===== config.mk =====
export PLATFORM = sky130hd
export DESIGN_NAME = data_manager_mc_flat
export DESIGN_NICKNAME = d
export VERILOG_FILES = /design/src/rtl/data_manager_mc_if.sv /design/src/rtl/data_manager_mc.sv /design/src/flat_wrapper.sv
export SDC_FILE = /design/constraint.sdc
export NUM_CORES = 1
export LEC_CHECK = 0
export ABC_CLOCK_PERIOD_IN_PS = 4800
export BUFFER_PORTS_ARGS = -buffer_cell sky130_fd_sc_hd__buf_2
export CAP_MARGIN = 15
export CORE_UTILIZATION = 45
export CTS_CLUSTER_DIAMETER = 60
export DETAILED_ROUTE_END_ITERATION = 6
export PLACE_DENSITY_LB_ADDON = 0.1
export SLEW_MARGIN = 10
export SYNTH_ARGS = -nofsm -noshare
export SYNTH_HDL_FRONTEND = slang
export SYNTH_SLANG_ARGS = --single-unit

===== constraint.sdc =====
create_clock -name clock -period 4.8 [get_ports clock]
set_input_delay 1.44 -clock clock [delete_from_list [all_inputs] [get_ports clock]]
set_output_delay 1.44 -clock clock [all_outputs]
set_load 0.02 [all_outputs]

===== src/rtl/data_manager_mc_if.sv =====
// Request/response bundle for data_manager_mc: serve and load commands in,
// read address, strobe, error and per-channel exhaustion flags out.
interface data_manager_mc_if #(
   parameter int NUM_CH = 4,
   parameter int DEPTH  = 256
);
   localparam int CH_W = (NUM_CH > 1) ? $clog2(NUM_CH) : 1;
   localparam int AW   = $clog2(DEPTH);

   logic                 SERVE_REG;
   logic [CH_W-1:0]      ch_sel;
   logic                 load;
   logic [CH_W-1:0]      load_ch;
   logic [AW:0]          load_count;
   logic                 ready;
   logic [CH_W+AW-1:0]   rd_addr;
   logic                 regEn;
   logic [NUM_CH-1:0]    OutOfData;
   logic                 err;

   modport master (
      output SERVE_REG, ch_sel, load, load_ch, load_count,
      input  ready, rd_addr, regEn, OutOfData, err
   );

   modport slave (
      input  SERVE_REG, ch_sel, load, load_ch, load_count,
      output ready, rd_addr, regEn, OutOfData, err
   );
endinterface


===== src/rtl/data_manager_mc.sv =====
// Multi-channel record server: per-channel pointer/count into a shared
// synchronous record memory, one record per accepted request.
//
// state    | meaning
// ---------+--------------------------------------------------------------
// S_IDLE   | ready; request is evaluated, accepted or rejected with err
// S_FETCH  | rd_addr held, memory read in flight; pointer advances at exit
// S_STROBE | regEn high, downstream register captures the memory data
module data_manager_mc #(
   parameter int NUM_CH = 4,
   parameter int DEPTH  = 256,
   parameter bit WRAP   = 1'b0
) (
   input logic              clock,
   input logic              reset,
   data_manager_mc_if.slave bus
);
   localparam int CH_W = (NUM_CH > 1) ? $clog2(NUM_CH) : 1;
   localparam int AW   = $clog2(DEPTH);
   localparam logic [AW:0] DEPTH_V  = DEPTH[AW:0];
   localparam logic [31:0] NUM_CH_U = NUM_CH;

   typedef enum logic [1:0] {
      S_IDLE   = 2'd0,
      S_FETCH  = 2'd1,
      S_STROBE = 2'd2
   } state_t;

   state_t            state_q;
   state_t            state_d;

   logic [AW:0]       count_q [NUM_CH];
   logic [AW:0]       ptr_q   [NUM_CH];
   logic [CH_W-1:0]   cur_ch_q;
   logic [AW:0]       idx_q;
   logic [CH_W+AW-1:0] rd_addr_q;
   logic              err_q;

   logic              req_ch_ok;
   logic              load_ch_ok;
   logic              take;
   logic              collide;
   logic              accept;
   logic              reject;
   logic [AW:0]       sel_cnt;
   logic [AW:0]       sel_ptr;
   logic [AW:0]       serve_idx;
   logic [AW:0]       load_cnt;
   logic [NUM_CH-1:0] ood;

   // Request evaluation; channel numbers beyond NUM_CH are only possible
   // when NUM_CH=1, and such commands are ignored.
   always_comb begin
      req_ch_ok  = (32'(bus.ch_sel) < NUM_CH_U);
      load_ch_ok = (32'(bus.load_ch) < NUM_CH_U);
      sel_cnt    = req_ch_ok ? count_q[bus.ch_sel] : '0;
      sel_ptr    = req_ch_ok ? ptr_q[bus.ch_sel] : '0;
      take       = bus.SERVE_REG && (state_q == S_IDLE);
      collide    = bus.load && load_ch_ok && (bus.load_ch == bus.ch_sel);
      accept     = take && req_ch_ok && !collide && (sel_cnt != '0)
                   && ((sel_ptr < sel_cnt) || WRAP);
      reject     = take && !accept;
      serve_idx  = (sel_ptr < sel_cnt) ? sel_ptr : '0;
      load_cnt   = (bus.load_count > DEPTH_V) ? DEPTH_V : bus.load_count;
   end

   always_ff @(posedge clock) begin
      if (reset) begin
         state_q <= S_IDLE;
      end else begin
         state_q <= state_d;
      end
   end

   always_comb begin
      state_d = state_q;
      case (state_q)
         S_IDLE:   if (accept) state_d = S_FETCH;
         S_FETCH:  state_d = S_STROBE;
         S_STROBE: state_d = S_IDLE;
         default:  state_d = S_IDLE;
      endcase
   end

   always_comb begin
      bus.ready = (state_q == S_IDLE);
      bus.regEn = (state_q == S_STROBE);
   end

   // A load on the in-flight channel during FETCH takes priority over the
   // pointer advance, so the transaction completes but the channel restarts.
   always_ff @(posedge clock) begin
      if (reset) begin
         for (int c = 0; c < NUM_CH; c++) begin
            count_q[c] <= '0;
            ptr_q[c]   <= '0;
         end
         cur_ch_q  <= '0;
         idx_q     <= '0;
         rd_addr_q <= '0;
         err_q     <= 1'b0;
      end else begin
         err_q <= reject;
         if (accept) begin
            cur_ch_q  <= bus.ch_sel;
            idx_q     <= serve_idx;
            rd_addr_q <= {bus.ch_sel, serve_idx[AW-1:0]};
         end
         for (int c = 0; c < NUM_CH; c++) begin
            if (bus.load && load_ch_ok && (bus.load_ch == CH_W'(c))) begin
               count_q[c] <= load_cnt;
               ptr_q[c]   <= '0;
            end else if ((state_q == S_FETCH) && (cur_ch_q == CH_W'(c))) begin
               ptr_q[c] <= idx_q + (AW+1)'(1);
            end
         end
      end
   end

   always_comb begin
      ood = '0;
      for (int c = 0; c < NUM_CH; c++) begin
         ood[c] = (ptr_q[c] >= count_q[c]);
      end
   end

   assign bus.OutOfData = ood;
   assign bus.rd_addr   = rd_addr_q;
   assign bus.err       = err_q;
endmodule


===== src/flat_wrapper.sv =====
// flat-port wrapper written by rule: the top's interface ports become plain ports
module data_manager_mc_flat 
#(
   parameter int NUM_CH = 4,
   parameter int DEPTH  = 256,
   parameter bit WRAP   = 1'b0
)
  (clock, reset, bus_SERVE_REG, bus_ch_sel, bus_load, bus_load_ch, bus_load_count, bus_ready, bus_rd_addr, bus_regEn, bus_OutOfData, bus_err);
  data_manager_mc_if #(.NUM_CH(NUM_CH), .DEPTH(DEPTH)) bus_i ();
  input logic clock;
  input logic reset;
  input wire logic [$bits(bus_i.SERVE_REG)-1:0] bus_SERVE_REG;
  input wire logic [$bits(bus_i.ch_sel)-1:0] bus_ch_sel;
  input wire logic [$bits(bus_i.load)-1:0] bus_load;
  input wire logic [$bits(bus_i.load_ch)-1:0] bus_load_ch;
  input wire logic [$bits(bus_i.load_count)-1:0] bus_load_count;
  output wire logic [$bits(bus_i.ready)-1:0] bus_ready;
  output wire logic [$bits(bus_i.rd_addr)-1:0] bus_rd_addr;
  output wire logic [$bits(bus_i.regEn)-1:0] bus_regEn;
  output wire logic [$bits(bus_i.OutOfData)-1:0] bus_OutOfData;
  output wire logic [$bits(bus_i.err)-1:0] bus_err;
  assign bus_i.SERVE_REG = bus_SERVE_REG;
  assign bus_i.ch_sel = bus_ch_sel;
  assign bus_i.load = bus_load;
  assign bus_i.load_ch = bus_load_ch;
  assign bus_i.load_count = bus_load_count;
  assign bus_ready = bus_i.ready;
  assign bus_rd_addr = bus_i.rd_addr;
  assign bus_regEn = bus_i.regEn;
  assign bus_OutOfData = bus_i.OutOfData;
  assign bus_err = bus_i.err;
  data_manager_mc #(.NUM_CH(NUM_CH), .DEPTH(DEPTH), .WRAP(WRAP)) u_core (.clock(clock), .reset(reset), .bus(bus_i));
endmodule

Word level (Yosys, flattened, before mapping)
Memory sizes are Yosys's and may differ from the RTL's.
Index checks and enable logic that the tools add are counted.
- div/mod/pow operators: 0
- shift-type cells: 0
- bitwise logic cells: 12
- add/subtract/negate cells: 1
- reductions and logical operators: 20
- equality and inequality tests: 10
- muxes and demuxes: 46
- multipliers: 0
- $lt $le $gt $ge: 6
- operators with widths (operator ; number):
    $mux W9 ; 14
    $ge A9 B9 Y1 ; 4
    $mux W1 ; 30
    $logic_and A1 B1 Y1 ; 14
    $or A1 B1 Y1 ; 12
    $eq A2 B2 Y1 const B ; 5
    $add A9 B1 Y9 const B ; 1
    $gt A9 B9 Y1 const B ; 1
    $lt A9 B9 Y1 ; 1
    $reduce_bool A9 Y1 ; 1
    $eq A2 B1 Y1 const B ; 3
    $logic_not A2 Y1 ; 3
    $pmux W2 S2 ; 1
    $eq A2 B2 Y1 ; 1
    $logic_not A1 Y1 ; 2
    $mux W2 ; 1
    $ne A2 B1 Y1 const B ; 1
- bits in writable memories: 72
- bits in registers: 24
- output and inout bits: 17
- memories: 2
- bits of input ports: 17
- memory bits (read-only): 0
- bits in latches: 0
- memories (name ; depth ; width ; rd ports ; clocked after memory_dff ; write ports ; line ; source):
    u_core.count_q ; 4 ; 9 ; 5 ; 0 ; 4 ; data_manager_mc.sv:32 ; logic [AW:0] count_q [NUM_CH];
    u_core.ptr_q ; 4 ; 9 ; 5 ; 0 ; 4 ; data_manager_mc.sv:33 ; logic [AW:0] ptr_q [NUM_CH];

Logic depth before layout (Yosys ltp)
- depth in word-level cells: 8
- mapped depth: 11
- depth with buffers taken out: 9

Worst setup path after synthesis
Ideal clock, no wire load.
- path kind: input port to flip-flop
- start point: input port bus_ch_sel[0]
- end point: register u_core.rd_addr_q[8], in the netlist u_core.bus.rd_addr[8]
- buffers on the path: 3
- stages: 11
- arrival time: 3737 ps
- path slack: 996 ps
- path through: buf_6 buf_6 mux4_2 ha_1 a21o_1 nand3_1 a21oi_1 a2111oi_4 nand3b_2 buf_4 o2bb2ai_2
- cells in the longest elaborated chain, start to end: 6
- elaborated cells on any way between the ends: 10
- RTL lines (item ; line ; source):
    start, declared ; flat_wrapper.sv:13 ; input wire logic [$bits(bus_i.ch_sel)-1:0] bus_ch_sel;
    branches (longest 6 deep; another with $mem_v2 Z4 W9) ; - ;
    end signal, assigned ; data_manager_mc.sv:107 ; rd_addr_q <= {bus.ch_sel, serve_idx[AW-1:0]};
    end, declared ; data_manager_mc.sv:36 ; logic [CH_W+AW-1:0] rd_addr_q;
Parallel ways; which one is timed is not known.
A chain may end at the register's enable or synchronous reset.

Worst setup path after layout
- start point: input port bus_ch_sel[0]
- end point: register u_core.rd_addr_q[4], in the netlist u_core.bus.rd_addr[4]
- cells in the longest elaborated chain, start to end: 6
- elaborated cells on any way between the ends: 11
- RTL lines (item):
    branches (longest 6 deep; another with $mem_v2 Z4 W9)
Parallel ways; which one is timed is not known.

==> summary.txt <==
dpl hpwl -> 9.59 mm
PortBufs -> 33
Critical Path, Cell by Cell -> buf_2 -> buf_4 -> mux4_2 -> ha_1 -> nand4_1 -> a211oi_1 -> a2111oi_4 -> a21oi_2 -> o2bb2ai_1
CTS tree -> yes
post-CTS sizing -> 0
Num CTS Buffers -> 9
Post-Synth Simple-Gate Area -> 0.117
minimum clock period -> 3930 ps
initial core utilization -> 0.462
RSZ-0062 raised after global routing -> false
die area -> 0.0116 sq mm
# rows -> 38
vias -> 3273
Critical-path top delay cell -> a21oi_2
via/cell ratio -> 5.46
vias in the first global route -> 3169
FILL cells -> 1000
post-synthesis xor/xnor area fraction -> 0.0157
Mapped Cells -> 431
GR Util All Layers -> 0.227
initial antenna violation count -> 0
synth warn -> 0
f_max -> 254 MHz
CTS Buffer Depth -> 2
Worst-Margin Slew -> 1060 ps
Max VDD drop -> 0.000126 V
Adder-Cell Fraction of Synth Area -> 0.112
LEAKAGE -> 2.33 nW
Max Slew Vio Count -> 0
WP data arrival -> 4210 ps
drt wl/cell -> 20.1 microns
synth-to-layout area growth -> 7.04%
most frequent cell after synthesis -> nor2_1
maxcap violations -> 0
first-pass GRT wire length -> 18.8 mm
critical path type -> input port to flop
M1 WL -> 5.82 mm
Tcrit/Tclk final -> 0.819
CP startpoint kind -> input port
Worst EP required -> 5080 ps
slowest cell delay on critical path -> 600 ps
#FFs+latches synth -> 86
sequential element share of the synthesized area -> 0.487
Die Y-Extent -> 108 microns
worst-skew pair later-pin latency -> 360 ps
combinational family with the most area after synthesis -> simple AND/OR/NAND/NOR gates
Post-layout nets -> 516
Power Density -> 318 mW/mm^2
number of remaining DRC errors -> 0
Worst Setup End Kind -> flop
layout cells sized above 1 -> 0.163
biggest area consumer among synthesized cells -> edfxtp_1
Routed Antenna Nets -> 0
fin util -> 0.495
Setup Skew -> 10.7 ps
Sum Neg Setup Slack -> 0 ps
total gr overflow -> 0
compound-gate portion of the synthesized area -> 0.0991
Post-synth EDFFs -> 72
CTS root buffer -> clkbuf_8
relative slew slack -> 0.286
core area -> 0.0108 sq mm
# setup viols final -> 0
Post-CTS Hold Fix Bufs -> 0
Hold WC Path Type -> flop to flop
run status -> completed
synth top area cells -> edfxtp_1 43%, ha_1 11%, nor2_1 5.7%
mux cell area share after synthesis -> 0.0854
syn nets -> 493
register clock-pin slew on the reported worst setup and hold paths -> 80 ps
mapped cell area -> 0.00501 sq mm
DR WL met3 -> 566 microns
met2 routed WL -> 5.46 mm
DR pass1 iterations -> 4
Main synth FF type -> edfxtp_1
CP top delay family -> compound AO/OA/AOI/OAI gates
final weighted congestion in routability-driven placement -> 0.900
Synth cell types -> 37
number of DRC markers in iteration 0 -> 247
ANT cells -> 0
pin count of the biggest net entering global routing -> 21
Top Metal Used -> met4
I/O Pins -> 34
CTS Sinks -> 86
Worst Path Buf+Inv -> 2
Synth top cells by count -> 76 x nor2_1, 72 x edfxtp_1, 62 x inv_1
die width -> 108 microns
postcts setup bufs -> 0
Yosys top cell area share -> 0.431
H-tree depth -> 3
async set-reset flop share out of synthesis -> 0
WL final -> 12.0 mm
Hold Violations, Final -> 0
Max FO, Critical Path -> 11
Syn Area/Cell -> 11.6 sq um
[cell usage in the layout, fill, tap and decap left out, types with 12 or more instances in the layout]
master and count:
buf_2 33, mux4_2 12, inv_1 62, dfxtp_1 14, nor2_1 76, ha_1 45, nand2_1 16, a21o_1 18
edfxtp_1 72
[report_power, final]
part / total [mW] / leakage (nW) / switching, mW / internal (mW)
Clock: 0.501 / 0.0920 / 0.261 / 0.240
Sequential: 0.913 / 0.848 / 0.0511 / 0.862
Combinational: 0.295 / 1.39 / 0.175 / 0.120
[registers in the layout, summed over array words and instances (netlist names)]
name and count:
u_core.bus.err 1, u_core.bus.rd_addr 10, u_core.count_q 36, u_core.idx_q 1
u_core.ptr_q 36, u_core.state_q 2
[path summary, 6_finish.rpt]
check / startpoint / endpoint / slack, ps / cells past startpoint
setup / recovery: bus_ch_sel[0] / u_core.bus.rd_addr[4]$_SDFFE_PP0P_ / 870 / 9
hold / removal: u_core.idx_q[8]$_SDFFE_PP0P_ / u_core.idx_q[8]$_SDFFE_PP0P_ / 490 / 1
setup reg to reg: u_core.ptr_q[3][8]$_SDFFCE_PN0P_ / u_core.bus.rd_addr[4]$_SDFFE_PP0P_ / 2030 / 7
hold reg to reg: u_core.idx_q[8]$_SDFFE_PP0P_ / u_core.idx_q[8]$_SDFFE_PP0P_ / 490 / 1
[area by class of cell]
class                      instances  area, sq um  area share
clock buffer                      12          135      0.0252
clock inverter                     4         47.5     0.00886
inverter                          62          233      0.0434
multi-input combinational        260         2150       0.401
sequential                        86         2440       0.455
tap                              140          175      0.0326
timing repair buffer              35          180      0.0336
[kinds of logic (layout without fill, tap and decap cells)]
logic type | Yosys count | count (layout)
AO/OA/AOI/OAI | 58 | 58
XOR/XNOR | 9 | 9
adder cells (fa/ha/maj) | 45 | 45
buffers and inverters | 85 | 113
flip-flops | 86 | 86
multiplexers | 18 | 18
AND/OR/NAND/NOR | 130 | 130
[stage by stage]
step	std cells	setup slack, ps	power (mW)	hold slack [ps]	area, sq um
after floorplan	431	996	1.13	463	5010
after global placement	583	608	1.22	477	5180
after detailed placement	583	462	1.22	479	5180
after CTS	599	846	1.72	492	5370
after global routing	599	677	1.78	509	5370
final	599	869	1.71	495	5370
[routing by layer]
metal | track usage | vias up
met4 | 0.0685 | 0
met3 | 0.0309 | 14
met1 | 0.331 | 1608
li1 | - | 1556
met2 | 0.353 | 95
met5 | 0 | -
Note: power is estimated with default switching activity, not from simulation.
